**src/rtl/axil_ctrl_responder_if.sv**
```systemverilog
// AXI4-Lite control bus bundle shared by the PCIe control master and the
// register-file responder.
interface axil_ctrl_responder_if #(
    parameter int unsigned ADDR_WIDTH = 25,
    parameter int unsigned DATA_WIDTH = 32
);
    logic                      awvalid;
    logic                      awready;
    logic [ADDR_WIDTH-1:0]     awaddr;
    logic [2:0]                awprot;
    logic                      wvalid;
    logic                      wready;
    logic [DATA_WIDTH-1:0]     wdata;
    logic [DATA_WIDTH/8-1:0]   wstrb;
    logic                      bvalid;
    logic                      bready;
    logic [1:0]                bresp;
    logic                      arvalid;
    logic                      arready;
    logic [ADDR_WIDTH-1:0]     araddr;
    logic [2:0]                arprot;
    logic                      rvalid;
    logic                      rready;
    logic [DATA_WIDTH-1:0]     rdata;
    logic [1:0]                rresp;

    modport master (
        output awvalid, awaddr, awprot, wvalid, wdata, wstrb, bready,
               arvalid, araddr, arprot, rready,
        input  awready, wready, bvalid, bresp, arready, rvalid, rdata, rresp
    );

    modport slave (
        input  awvalid, awaddr, awprot, wvalid, wdata, wstrb, bready,
               arvalid, araddr, arprot, rready,
        output awready, wready, bvalid, bresp, arready, rvalid, rdata, rresp
    );
endinterface

```
**src/rtl/axil_ctrl_responder.sv**
```systemverilog
// AXI4-Lite responder exposing a small host-programmable register file;
// register 0 is a read-only ID, out-of-range accesses return SLVERR.
module axil_ctrl_responder #(
    parameter int unsigned ADDR_WIDTH = 25,
    parameter int unsigned DATA_WIDTH = 32,
    parameter int unsigned NUM_REGS   = 16,
    parameter logic [31:0] ID_VALUE   = 32'hF1E5_0001
) (
    input  logic                           clock,
    input  logic                           resetn,
    axil_ctrl_responder_if.slave           s_axil,
    output logic [NUM_REGS*DATA_WIDTH-1:0] ctrl_regs,
    output logic [NUM_REGS-1:0]            wr_pulse
);
    localparam int unsigned IW = $clog2(NUM_REGS);
    localparam int unsigned NB = DATA_WIDTH / 8;

    typedef logic [IW-1:0] idx_t;
    typedef enum logic { W_IDLE, W_RESP } w_state_t;
    typedef enum logic { R_IDLE, R_RESP } r_state_t;

    w_state_t                w_state;
    r_state_t                r_state;
    logic [DATA_WIDTH-1:0]   regs [NUM_REGS];

    logic                    aw_held;
    logic                    w_held;
    logic [ADDR_WIDTH-1:0]   aw_addr_q;
    logic [DATA_WIDTH-1:0]   w_data_q;
    logic [NB-1:0]           w_strb_q;

    logic                    bvalid_q;
    logic [1:0]              bresp_q;
    logic                    rvalid_q;
    logic [1:0]              rresp_q;
    logic [DATA_WIDTH-1:0]   rdata_q;

    logic                    aw_hs;
    logic                    w_hs;
    logic                    ar_hs;
    logic                    commit;
    logic [ADDR_WIDTH-1:0]   c_addr;
    logic [DATA_WIDTH-1:0]   c_data;
    logic [NB-1:0]           c_strb;
    idx_t                    c_idx;
    idx_t                    ar_idx;
    logic                    unused_bits;

    function automatic logic in_range(input logic [ADDR_WIDTH-1:0] a);
        return a[ADDR_WIDTH-1:IW+2] == '0;
    endfunction

    assign s_axil.awready = resetn && (w_state == W_IDLE) && !aw_held;
    assign s_axil.wready  = resetn && (w_state == W_IDLE) && !w_held;
    assign s_axil.arready = resetn && (r_state == R_IDLE);
    assign s_axil.bvalid  = bvalid_q;
    assign s_axil.bresp   = bresp_q;
    assign s_axil.rvalid  = rvalid_q;
    assign s_axil.rresp   = rresp_q;
    assign s_axil.rdata   = rdata_q;

    assign aw_hs = s_axil.awvalid && s_axil.awready;
    assign w_hs  = s_axil.wvalid && s_axil.wready;
    assign ar_hs = s_axil.arvalid && s_axil.arready;

    // A beat arriving this cycle is used directly so AW+W together commit with no bubble.
    always_comb begin
        c_addr = aw_held ? aw_addr_q : s_axil.awaddr;
        c_data = w_held ? w_data_q : s_axil.wdata;
        c_strb = w_held ? w_strb_q : s_axil.wstrb;
        c_idx  = c_addr[IW+1:2];
        ar_idx = s_axil.araddr[IW+1:2];
        commit = (w_state == W_IDLE) && (aw_held || aw_hs) && (w_held || w_hs);
    end

    assign unused_bits = ^{s_axil.awprot, s_axil.arprot, c_addr[1:0], s_axil.araddr[1:0]};

    always_ff @(posedge clock or negedge resetn) begin
        if (!resetn) begin
            w_state   <= W_IDLE;
            aw_held   <= 1'b0;
            w_held    <= 1'b0;
            aw_addr_q <= '0;
            w_data_q  <= '0;
            w_strb_q  <= '0;
            bvalid_q  <= 1'b0;
            bresp_q   <= 2'b00;
            wr_pulse  <= '0;
            regs[0]   <= ID_VALUE;
            for (int unsigned i = 1; i < NUM_REGS; i++) begin
                regs[i] <= '0;
            end
        end else begin
            wr_pulse <= '0;
            case (w_state)
                W_IDLE: begin
                    if (aw_hs) begin
                        aw_held   <= 1'b1;
                        aw_addr_q <= s_axil.awaddr;
                    end
                    if (w_hs) begin
                        w_held   <= 1'b1;
                        w_data_q <= s_axil.wdata;
                        w_strb_q <= s_axil.wstrb;
                    end
                    if (commit) begin
                        aw_held  <= 1'b0;
                        w_held   <= 1'b0;
                        bvalid_q <= 1'b1;
                        w_state  <= W_RESP;
                        if (!in_range(c_addr)) begin
                            bresp_q <= 2'b10;
                        end else begin
                            bresp_q <= 2'b00;
                            if (c_idx != '0) begin
                                wr_pulse[c_idx] <= 1'b1;
                                for (int unsigned k = 0; k < NB; k++) begin
                                    if (c_strb[k]) begin
                                        regs[c_idx][8*k +: 8] <= c_data[8*k +: 8];
                                    end
                                end
                            end
                        end
                    end
                end
                W_RESP: begin
                    if (s_axil.bready) begin
                        bvalid_q <= 1'b0;
                        w_state  <= W_IDLE;
                    end
                end
                default: w_state <= W_IDLE;
            endcase
        end
    end

    // Reads sample regs before this edge's write lands, giving pre-write data on a collision.
    always_ff @(posedge clock or negedge resetn) begin
        if (!resetn) begin
            r_state  <= R_IDLE;
            rvalid_q <= 1'b0;
            rresp_q  <= 2'b00;
            rdata_q  <= '0;
        end else begin
            case (r_state)
                R_IDLE: begin
                    if (ar_hs) begin
                        rvalid_q <= 1'b1;
                        r_state  <= R_RESP;
                        if (in_range(s_axil.araddr)) begin
                            rdata_q <= regs[ar_idx];
                            rresp_q <= 2'b00;
                        end else begin
                            rdata_q <= '0;
                            rresp_q <= 2'b10;
                        end
                    end
                end
                R_RESP: begin
                    if (s_axil.rready) begin
                        rvalid_q <= 1'b0;
                        r_state  <= R_IDLE;
                    end
                end
                default: r_state <= R_IDLE;
            endcase
        end
    end

    always_comb begin
        ctrl_regs = '0;
        for (int unsigned i = 0; i < NUM_REGS; i++) begin
            ctrl_regs[DATA_WIDTH*i +: DATA_WIDTH] = regs[i];
        end
    end
endmodule

```
**src/flat_wrapper.sv**
```systemverilog
// flat-port wrapper written by rule: the top's interface ports become plain ports
module axil_ctrl_responder_flat 
#(
    parameter int unsigned ADDR_WIDTH = 25,
    parameter int unsigned DATA_WIDTH = 32,
    parameter int unsigned NUM_REGS   = 16,
    parameter logic [31:0] ID_VALUE   = 32'hF1E5_0001
)
  (clock, resetn, ctrl_regs, wr_pulse, s_axil_awvalid, s_axil_awaddr, s_axil_awprot, s_axil_wvalid, s_axil_wdata, s_axil_wstrb, s_axil_bready, s_axil_arvalid, s_axil_araddr, s_axil_arprot, s_axil_rready, s_axil_awready, s_axil_wready, s_axil_bvalid, s_axil_bresp, s_axil_arready, s_axil_rvalid, s_axil_rdata, s_axil_rresp);
  axil_ctrl_responder_if #(.ADDR_WIDTH(ADDR_WIDTH), .DATA_WIDTH(DATA_WIDTH)) s_axil_i ();
  input  logic clock;
  input  logic resetn;
  output logic [NUM_REGS*DATA_WIDTH-1:0] ctrl_regs;
  output logic [NUM_REGS-1:0] wr_pulse;
  input wire logic [$bits(s_axil_i.awvalid)-1:0] s_axil_awvalid;
  input wire logic [$bits(s_axil_i.awaddr)-1:0] s_axil_awaddr;
  input wire logic [$bits(s_axil_i.awprot)-1:0] s_axil_awprot;
  input wire logic [$bits(s_axil_i.wvalid)-1:0] s_axil_wvalid;
  input wire logic [$bits(s_axil_i.wdata)-1:0] s_axil_wdata;
  input wire logic [$bits(s_axil_i.wstrb)-1:0] s_axil_wstrb;
  input wire logic [$bits(s_axil_i.bready)-1:0] s_axil_bready;
  input wire logic [$bits(s_axil_i.arvalid)-1:0] s_axil_arvalid;
  input wire logic [$bits(s_axil_i.araddr)-1:0] s_axil_araddr;
  input wire logic [$bits(s_axil_i.arprot)-1:0] s_axil_arprot;
  input wire logic [$bits(s_axil_i.rready)-1:0] s_axil_rready;
  output wire logic [$bits(s_axil_i.awready)-1:0] s_axil_awready;
  output wire logic [$bits(s_axil_i.wready)-1:0] s_axil_wready;
  output wire logic [$bits(s_axil_i.bvalid)-1:0] s_axil_bvalid;
  output wire logic [$bits(s_axil_i.bresp)-1:0] s_axil_bresp;
  output wire logic [$bits(s_axil_i.arready)-1:0] s_axil_arready;
  output wire logic [$bits(s_axil_i.rvalid)-1:0] s_axil_rvalid;
  output wire logic [$bits(s_axil_i.rdata)-1:0] s_axil_rdata;
  output wire logic [$bits(s_axil_i.rresp)-1:0] s_axil_rresp;
  assign s_axil_i.awvalid = s_axil_awvalid;
  assign s_axil_i.awaddr = s_axil_awaddr;
  assign s_axil_i.awprot = s_axil_awprot;
  assign s_axil_i.wvalid = s_axil_wvalid;
  assign s_axil_i.wdata = s_axil_wdata;
  assign s_axil_i.wstrb = s_axil_wstrb;
  assign s_axil_i.bready = s_axil_bready;
  assign s_axil_i.arvalid = s_axil_arvalid;
  assign s_axil_i.araddr = s_axil_araddr;
  assign s_axil_i.arprot = s_axil_arprot;
  assign s_axil_i.rready = s_axil_rready;
  assign s_axil_awready = s_axil_i.awready;
  assign s_axil_wready = s_axil_i.wready;
  assign s_axil_bvalid = s_axil_i.bvalid;
  assign s_axil_bresp = s_axil_i.bresp;
  assign s_axil_arready = s_axil_i.arready;
  assign s_axil_rvalid = s_axil_i.rvalid;
  assign s_axil_rdata = s_axil_i.rdata;
  assign s_axil_rresp = s_axil_i.rresp;
  axil_ctrl_responder #(.ADDR_WIDTH(ADDR_WIDTH), .DATA_WIDTH(DATA_WIDTH), .NUM_REGS(NUM_REGS), .ID_VALUE(ID_VALUE)) u_core (.clock(clock), .resetn(resetn), .s_axil(s_axil_i), .ctrl_regs(ctrl_regs), .wr_pulse(wr_pulse));
endmodule
```
**config.mk**
```make
export PLATFORM = sky130hd
export DESIGN_NAME = axil_ctrl_responder_flat
export DESIGN_NICKNAME = d
export VERILOG_FILES = /design/src/rtl/axil_ctrl_responder_if.sv /design/src/rtl/axil_ctrl_responder.sv /design/src/flat_wrapper.sv
export SDC_FILE = /design/constraint.sdc
export NUM_CORES = 1
export LEC_CHECK = 0
export BUFFER_PORTS_ARGS = -buffer_cell sky130_fd_sc_hd__buf_2
export CAP_MARGIN = 25
export CORE_AREA = 4 4 269 271
export CTS_CLUSTER_DIAMETER = 50
export DETAILED_ROUTE_END_ITERATION = 8
export DIE_AREA = 0 0 273 275
export SLEW_MARGIN = 5
export SYNTH_ARGS = -nofsm -noshare
export SYNTH_HDL_FRONTEND = slang
export SYNTH_SLANG_ARGS = --single-unit
```
**constraint.sdc**
```tcl
create_clock -name clock -period 7 [get_ports clock]
set_clock_uncertainty 0.05 [all_clocks]
set_input_delay 0.7 -clock clock [delete_from_list [all_inputs] [get_ports clock]]
set_output_delay 0.7 -clock clock [all_outputs]
set_load 0.01 [all_outputs]
```
; Word-level counts from Yosys, hierarchy flattened
; Cells that the tools add are included.
[op_classes]
n_addsub = 0
mul = 0
n_div = 0
order_cmp = 5
n_eq_ne = 4
n_shift = 0
mux = 59
n_bitwise = 4
n_reduce_logical = 29
[ops]
columns = operator, count
row1 = 512-bit two-way mux, 16
row2 = 512-bit bitwise mux, 4
row3 = 32-bit demux with 4-bit select, 4
row4 = 32-bit two-way mux, 5
row5 = 32-bit binary-select mux with 4-bit select, 1
row6 = 16-bit two-way mux, 5
row7 = 19-bit zero test, 2
row8 = 25-bit two-way mux, 1
row9 = 24-bit two-way mux, 1
row10 = 2-bit AND reduction, 8
row11 = 1-bit two-way mux, 13
row12 = 1-bit logical AND, 11
row13 = "5-bit >= comparator, second input constant", 2
row14 = 4-bit inverter with 5-bit output, 2
row15 = 8-bit two-way mux, 1
row16 = 1-bit case mux with 2 select lines, 4
row17 = "4-bit by 5-bit less-than comparator with 1-bit output, second input constant", 1
row18 = "5-bit by 1-bit less-than comparator with 1-bit output, second input constant", 1
row19 = 1-bit demux with 4-bit select, 1
row20 = "4-bit by 1-bit >= comparator with 1-bit output, second input constant", 1
row21 = 2-bit two-way mux, 2
row22 = 4-bit two-way mux, 1
row23 = "2-bit by 1-bit inequality test with 1-bit output, second input constant", 2
row24 = "2-bit inequality test, second input constant", 2
row25 = other kinds (6), 10
[word_totals]
ff_bits = 631
latchBits = 0
ramBits = 0
romBits = 0
in_bits = 99
output_inout_bits = 569
word_cells = 130
memories = 0

; Logic depth before layout (Yosys ltp)
; Gate-level depths: netlist of run 1.
[logic_depth]
depth_word = 26
ltp_mapped = 7
mapped_depth_nobuf = 5

; Worst setup path after synthesis of run 1
; Ideal clock, no wire load.
[synth_path]
path_type = input to register
startpoint = in s_axil_araddr[2]
endpoint = reg u_core.rdata_q[17], in the netlist u_core.s_axil.rdata[17]
setup_ns = 0.121
arrival_ns = 2.467
t_required_ns = 6.829
path_slack_ns = 4.362
stages = 6
path_buffers = 2
cell_sequence = clkbuf_1 > buf_1 > mux4_2 > a22oi_1 > nand2_1 > a22o_1
[synth_via]
elab_chain_len = 5
[synth_rtl]
columns = item, line
row1 = from (decl), flat_wrapper.sv:23  ; input wire logic [$bits(s_axil_i.araddr)-1:0] s_axil_araddr;
row2 = 4-bit inverter with 5-bit output (not written as such), axil_ctrl_responder.sv:151  ; rdata_q <= regs[ar_idx];
row3 = 32-bit binary-select mux with 4-bit select, axil_ctrl_responder.sv:151
row4 = 32-bit two-way mux (not written as such) (2 in a row), axil_ctrl_responder.sv:151
row5 = 32-bit two-way mux, axil_ctrl_responder.sv:150  ; if (in_range(s_axil.araddr)) begin
row6 = to (signal assigned), axil_ctrl_responder.sv:151
row7 = to (decl), axil_ctrl_responder.sv:36  ; logic [DATA_WIDTH-1:0] rdata_q;
; Every way passes these cells. The select of a mux whose other input is x is not followed.
; A chain may end at the register's enable or synchronous reset.

; Worst setup path after layout of run 1
[layout_path]
startpoint = reg u_core.aw_held
endpoint = reg u_core.regs, in the netlist u_core.ctrl_regs[112]
[layout_via]
elab_chain_len = 23
elab_cells_between_ends = 39
classes_between = order compare (2) / mux (26) / bitwise (1) / reduce/logical (10)
[layout_rtl]
columns = item, line
row1 = from (decl), axil_ctrl_responder.sv:26  ; logic aw_held;
row2 = from (signal assigned), axil_ctrl_responder.sv:81  ; aw_held <= 1'b0;
row3 = from (signal assigned), axil_ctrl_responder.sv:98  ; aw_held <= 1'b1;
row4 = from (signal assigned), axil_ctrl_responder.sv:107  ; aw_held <= 1'b0;
row5 = 25-bit two-way mux, axil_ctrl_responder.sv:68  ; c_addr = aw_held ? aw_addr_q : s_axil.awaddr;
row6 = 4-bit inverter with 5-bit output (not written as such), axil_ctrl_responder.sv:119  ; regs[c_idx][8*k +: 8] <= c_data[8*k +: 8];
row7 = 32-bit demux with 4-bit select, axil_ctrl_responder.sv:119
row8 = 512-bit bitwise mux, axil_ctrl_responder.sv:119
row9 = 512-bit two-way mux, axil_ctrl_responder.sv:118  ; if (c_strb[k]) begin
row10 = 512-bit two-way mux, axil_ctrl_responder.sv:115  ; if (c_idx != '0) begin
row11 = 512-bit two-way mux, axil_ctrl_responder.sv:111  ; if (!in_range(c_addr)) begin
row12 = 512-bit two-way mux, axil_ctrl_responder.sv:106  ; if (commit) begin
row13 = (+7 left out), n/a
row14 = 512-bit bitwise mux, axil_ctrl_responder.sv:119
row15 = 512-bit two-way mux, axil_ctrl_responder.sv:118
row16 = 512-bit two-way mux, axil_ctrl_responder.sv:115
row17 = 512-bit two-way mux, axil_ctrl_responder.sv:111
row18 = 512-bit two-way mux, axil_ctrl_responder.sv:106
row19 = 512-bit two-way mux, axil_ctrl_responder.sv:95  ; case (w_state)
row20 = 512-bit bitwise mux, axil_ctrl_responder.sv:119
row21 = 512-bit two-way mux, axil_ctrl_responder.sv:118
row22 = "to (signal, indexed assignment)", axil_ctrl_responder.sv:119
row23 = to (decl), axil_ctrl_responder.sv:24  ; logic [DATA_WIDTH-1:0] regs [NUM_REGS];
; Parallel ways exist; a longest one is shown, timed or not. The select of a mux whose other input is x is not followed.

==> flow_metrics.tcl, run 1 <==
set metrics [dict create \
    dr.first_iter.drc_count 1197 \
    avgViaCountPerCell 5.54 \
    grt_max_degree 169 \
    finalNonFillerCells 3414 \
    grt_usage_pct 25.8 \
    cp.arrival_ns 4.42 \
    power.density_nw_per_um2 269 \
    hp-class "in2async" \
    insertion_delay_ns 0.61 \
    setup_ws_ns 3.02 \
    clkPwrFrac_pct 44.1 \
    maxSlewViolCount 0 \
    ys_async_sr_fraction_pct 100 \
    htreeDepth 3 \
    finalHoldViolations 0 \
    syn_inst 1786 \
    final_net_count 2505 \
    die_h_um 275 \
    drive_above_1_share_pct 63.3 \
    layout.area.seq_um2 15700 \
    dp_hpwl_um 69600 \
    postRouteWirelength_um 98800 \
    fillers 6144 \
    power_leakage_uw 0.0184 \
    cts_tree "yes" \
    combPwrFrac_pct 12.9 \
    multiInputGateArea_um2 11500 \
    post_cts_buffers 0 \
    clk_path_buf_depth 3 \
    relSlewSlack_pct 31.6 \
    rows 97 \
    die-area_um2 75100 \
    start_util_pct 39.7 \
    yosys_warnings 0 \
    synth.yosys.seq_area_share_pct 56.5 \
    vias 18900 \
    total_power_uw 9330 \
    cts.sinks 626 \
    grt_pass1_vias 20200 \
    final_cell_mix "651 x buf_2, 614 x dfrtp_1, 566 x mux2_2" \
    wire_per_inst_um 28.9 \
    place_ws_ns 2.94 \
    synth-edff-count 0 \
    finalCritPeriodShare_pct 56.9 \
    die_w_um 273 \
    swShare_pct 28.2 \
    worst_pin_slew_ns 1.02 \
    grt.overflow.total 0 \
    syn_area_um2 27700 \
    setup-tns-final_ns 0 \
    max_freq_ghz 0.251 \
    critPathKind "reg2reg" \
    crit_path_start "u_core.aw_held$_DFFE_PN0P_" \
    cp.required_ns 7.44 \
    synthDistinctLibCells 44 \
    layout_commonest_cell "buf_2" \
    cts_buffers 79 \
    min_period_ns 3.98 \
    clockRootBuffer "clkbuf_16" \
    startpoint_type "register" \
    syn2layout_area_growth_pct 24.9 \
    core_region_area_um2 69800 \
    ctsResizeCount 0 \
    drc_errors 0 \
    p_sw_uw 2630 \
    synth_area_per_cell_um2 15.5 \
    antenna_found_initial 7 \
    maxCapViolCount 0 \
    clk_pin_slew_worst_paths_ns 0.06 \
    ys.flop_type "dfrtp_1" \
    grt_pass1_wl_um 142000 \
    ys_seq_elements 626 \
    cp-end-kind "register" \
    r2r-start "u_core.aw_held$_DFFE_PN0P_" \
    cp_max_fo 23 \
    ant_nets 0 \
    portBuffers 654 \
    outcome "finished, final reports clean" \
    ios 668 \
    hold_buffers 0 \
    power_frac_seq_pct 43.0 \
    setup_violations 0 \
    first_pass_iters 5 \
    vdd_drop_max_v 0.000154 \
    dp.cells 3262 \
    grt_setup_unrepaired "false" \
    p_int_uw 6710 \
    place_congestion 0.907 \
]
## area by class of cell
class | count | area share, %
clock inverters | 36 | 1.24
inverters | 6 | 0.0650
well taps | 940 | 3.40
diodes | 5 | 0.0361
flip-flops and latches | 626 | 45.3
multi-input cells | 1019 | 33.3
clock buffers | 108 | 6.43
repair buffers | 674 | 10.2
## flip-flops by register name (all words and copies together) (netlist names), 4 cells and up
| name | flops |
|---|---|
| u_core.ctrl_regs | 512 |
| u_core.w_strb_q | 4 |
| u_core.w_data_q | 32 |
| u_core.s_axil.rdata | 32 |
| u_core.wr_pulse | 15 |
| u_core.aw_addr_q | 23 |
## kinds of logic after synthesis
| logic type | after synthesis | synth area share (%) |
|---|---|---|
| other cells | 1 | 0.0135 |
| buf+inv | 143 | 2.12 |
| flops | 626 | 56.5 |
| mux | 707 | 33.9 |
| compound gates | 122 | 3.55 |
| simple gates | 187 | 3.91 |
## cell usage after synthesis (2+ instances only)
library cell / n / area [µm²]
dfrtp_1: 615 / 15400
mux2_2: 566 / 6370
mux4_2: 128 / 2880
clkbuf_1: 100 / 375
a22oi_1: 66 / 495
nand2_1: 63 / 236
nor2_1: 36 / 135
a22o_1: 32 / 280
nand3_2: 20 / 200
nand2_2: 18 / 113
buf_1: 17 / 63.8
buf_2: 11 / 55.1
dfstp_2: 11 / 289
nor4_1: 10 / 62.6
and2_1: 9 / 56.3
buf_4: 8 / 60.1
mux2_1: 8 / 90.1
a21oi_1: 6 / 30.0
inv_1: 6 / 22.5
mux2i_1: 5 / 50.1
nor3_1: 5 / 25.0
nor3b_1: 5 / 37.5
nand3b_1: 4 / 30.0
nor2b_1: 4 / 25.0
nor4b_4: 4 / 95.1
a21o_1: 3 / 22.5
a221oi_2: 3 / 45.0
o21ai_0: 3 / 15.0
and3b_1: 2 / 17.5
nand4_1: 2 / 12.5
nor4b_1: 2 / 17.5
o2111ai_1: 2 / 17.5
## critical path, cell delays in order (launching register included)
cell      delay (ns)
dfrtp_1         0.83
nor4b_1         0.35
nand4_1         0.43
a221oi_4        0.98
nand2_1         0.72
mux2_2          0.48
## metrics by stage
step / hold WS [ns] / utilization [%] / instance area (µm²)
after floorplan: 0.354 / - / 27700
after global placement: 0.313 / 45.7 / 31900
after detailed placement: 0.317 / 45.7 / 31900
after CTS: 0.0356 / 49.5 / 34500
after global routing: 0.0625 / 49.6 / 34600
final: 0.0241 / 49.6 / 34600
## power by group through the flow
| stage | sequential, µW | combinational (µW) | clock (µW) |
|---|---|---|---|
| finish | 4010 | 1210 | 4120 |
| global route | 4030 | 1320 | 4350 |
| CTS | 4010 | 1220 | 4190 |
| detailed placement | 4070 | 1210 | 0 |
| global placement | 4060 | 1170 | 0 |
| floorplan | 3960 | 876 | 0 |
## final timing paths
| path | to | slack [ns] | cells after the start |
|---|---|---|---|
| worst max register to register | u_core.ctrl_regs[112]$_DFFE_PN0P_ | 3.02 | 5 |
| worst min-delay path | u_core.s_axil.rdata[0]$_DFFE_PN0P_ | 0.02 | 1 |
| max in group asynchronous | u_core.ctrl_regs[178]$_DFFE_PN0P_ | 4.56 | 3 |
| min in group clock | u_core.w_state$_DFF_PN0_ | 0.23 | 2 |
| worst min register to register | u_core.ctrl_regs[29]$_DFFE_PN1P_ | 0.32 | 0 |
| worst max-delay path | u_core.ctrl_regs[112]$_DFFE_PN0P_ | 3.02 | 5 |
## layer usage
| metal | vias to the layer above | track usage (%) | part of all wire, % |
|---|---|---|---|
| met5 | - | 0 | 0.013 |
| li1 | 7949 | - | - |
| met2 | 716 | 44.3 | 50 |
| met3 | 166 | 7.38 | 7.9 |
| met4 | 2 | 8.74 | 3.2 |
| met1 | 10100 | 31.4 | 39 |
No activity file was read; power rests on OpenSTA's default activity.
==> run 2: changes to the inputs <==
==> constraint.sdc (replaced) <==
create_clock -name clock -period 3.9 [get_ports clock]
set_clock_uncertainty 0.05 [all_clocks]
set_input_delay 0.39 -clock clock [delete_from_list [all_inputs] [get_ports clock]]
set_output_delay 0.39 -clock clock [all_outputs]
set_load 0.01 [all_outputs]
==> run 2 against run 1 <==
First-iteration DRC count is 1.3% higher. Via count grew 2.5%. Combinational power is 94% higher. Worst hold slack improved by 0.030 ns. Fmax up 25%. Sequential power increased by 78%. Core utilization increased by 1.1 points. Global-route usage increased by 0.56 points. Critical path type unchanged. Critical endpoint is now u_core.ctrl_regs[366]$_DFFE_PN0P_. Highest routed layer is now met4.
==> flow_metrics.tcl, run 2 (synthesis results as in run 1) <==
set metrics [dict create \
    outcome "finished, final reports clean" \
    p_sw_uw 4720 \
    setup_violations 0 \
    clk_path_buf_depth 3 \
    core_region_area_um2 69800 \
    setup-tns-final_ns 0 \
    layout_commonest_cell "buf_2" \
    postRouteWirelength_um 101000 \
    drive_above_1_share_pct 62.1 \
    die_h_um 275 \
    post_cts_buffers 0 \
    insertion_delay_ns 0.62 \
    ant_nets 0 \
    maxSlewViolCount 0 \
    min_period_ns 3.19 \
    die_w_um 273 \
    finalHoldViolations 0 \
    crit_chain "nor4_1 > nand4_1 > a221oi_4 > buf_4 > nand2_1 > mux2_2" \
    cp.required_ns 4.33 \
    swShare_pct 28.0 \
    ctsResizeCount 0 \
    clkPwrFrac_pct 43.8 \
    htreeDepth 3 \
    hold_ws_ns 0.0545 \
    fillers 6057 \
    ios 668 \
    vdd_drop_max_v 0.000287 \
    worst_pin_slew_ns 1.09 \
    first_pass_iters 4 \
    cp-end-kind "register" \
    cts_tree "yes" \
    start_util_pct 39.7 \
    combPwrFrac_pct 13.9 \
    syn2layout_area_growth_pct 27.6 \
    die-area_um2 75100 \
    wire_per_inst_um 29.0 \
    cts.sinks 626 \
    cpMaxStageDelayCell "a221oi_4" \
    dr.first_iter.drc_count 1212 \
    clockRootBuffer "clkbuf_16" \
    startpoint_type "register" \
    antenna_found_initial 3 \
    final_cell_mix "651 x buf_2, 614 x dfrtp_1, 566 x mux2_2" \
    hp-class "in2reg" \
    power.density_nw_per_um2 476 \
    drc_errors 0 \
    grt_setup_unrepaired "false" \
    vias 19400 \
    avgViaCountPerCell 5.56 \
    grt_pass1_wl_um 145000 \
    cp.arrival_ns 3.62 \
    rows 97 \
    slowest_delay_ns 0.63 \
    max_freq_ghz 0.313 \
    largest_register_ffs 512 \
    portBuffers 654 \
    grt_pass1_vias 20300 \
    layout.area.seq_um2 15700 \
    grt_usage_pct 26.3 \
    grt_max_degree 174 \
    relSlewSlack_pct 27.1 \
    power_frac_seq_pct 42.3 \
    finalCritPeriodShare_pct 81.8 \
    cts_buffers 79 \
    place_congestion 0.902 \
    power_leakage_uw 0.0187 \
    p_int_uw 12100 \
    clk_pin_slew_worst_paths_ns 0.05 \
    cp_max_fo 8 \
    final_net_count 2580 \
    hold_buffers 59 \
    grt.overflow.total 0 \
    maxCapViolCount 0 \
    dp_hpwl_um 71800 \
    critPathKind "reg2reg" \
    multiInputGateArea_um2 11500 \
]
## run 2: cell count changes in the layout (fill, tap and decap cells not counted), moves of 2 or more
cell / before / now
clkinvlp_4: 6 / 4
buf_12: 3 / 7
clkinv_4: 2 / 5
inv_8: 0 / 2
diode_2: 5 / 3
clkinv_2: 11 / 9
clkbuf_8: 12 / 17
buf_4: 14 / 27
dlygate4sd3_1: 0 / 59
## run 2: metal layers
layer / vias up / part of all wire, % / routed length [µm] / global-route usage (%)
met5: - / 0 / 0 / 0
met3: 193 / 8.1 / 8200 / 7.87
met1: 10400 / 38 / 38500 / 31.5
met2: 748 / 50 / 50800 / 45.3
met4: 0 / 3.6 / 3640 / 9.71
li1: 8097 / - / - / -
## run 2: power groups by stage
stage	Sequential (µW)	Clock [µW]	Combinational, µW
3_5_place_dp	7230	0	2310
5_1_grt	7160	7830	2560
3_3_place_gp	7200	0	2240
4_1_cts	7120	7530	2370
2_1_floorplan	7100	0	1570
6_report	7120	7380	2350
## run 2: worst max-delay path: cells and delay by family, from the launching register on
family | cells | cell delay [ns]
AND/OR/NAND/NOR | 3 | 1.28
AO/OA/AOI/OAI | 1 | 0.63
multiplexers | 1 | 0.41
flip-flops | 1 | 0.39
buffers and inverters | 1 | 0.31
## run 2: cell type report
type / count / share of cell area, %
Timing Repair Buffer: 749 / 12.1
Sequential cell: 626 / 44.3
Clock buffer: 112 / 6.48
Clock inverter: 33 / 1.04
Tap cell: 940 / 3.32
Multi-Input combinational cell: 1019 / 32.6
Antenna cell: 3 / 0.0212
Inverter: 6 / 0.0637
## run 2: final timing paths
check / from / to / slack (ns) / depth (start not counted)
max: u_core.aw_addr_q[12]$_DFFE_PN0P_ / u_core.ctrl_regs[366]$_DFFE_PN0P_ / 0.71 / 6
min: s_axil_awaddr[3] / u_core.aw_addr_q[3]$_DFFE_PN0P_ / 0.05 / 2
max reg2reg: u_core.aw_addr_q[12]$_DFFE_PN0P_ / u_core.ctrl_regs[366]$_DFFE_PN0P_ / 0.71 / 6
min reg2reg: u_core.ctrl_regs[29]$_DFFE_PN1P_ / u_core.ctrl_regs[29]$_DFFE_PN1P_ / 0.32 / 0
max in group asynchronous: resetn / u_core.ctrl_regs[210]$_DFFE_PN0P_ / 1.68 / 4
min in group asynchronous: resetn / u_core.wr_pulse[6]$_DFF_PN0_ / 0.19 / 2
## run 2: metrics by stage
step | power (µW) | utilization, % | std cells | instance area [µm²] | worst slack, ns
final | 16800 | 50.7 | 3488 | 35400 | 0.709
after global routing | 17600 | 50.7 | 3488 | 35400 | 0.588
after CTS | 17000 | 50.6 | 3484 | 35300 | 0.717
after detailed placement | 9550 | 46.0 | 3280 | 32100 | 0.658
after global placement | 9440 | 45.9 | 3279 | 32100 | 0.662
after floorplan | 8670 | - | 1788 | 27700 | 1.57
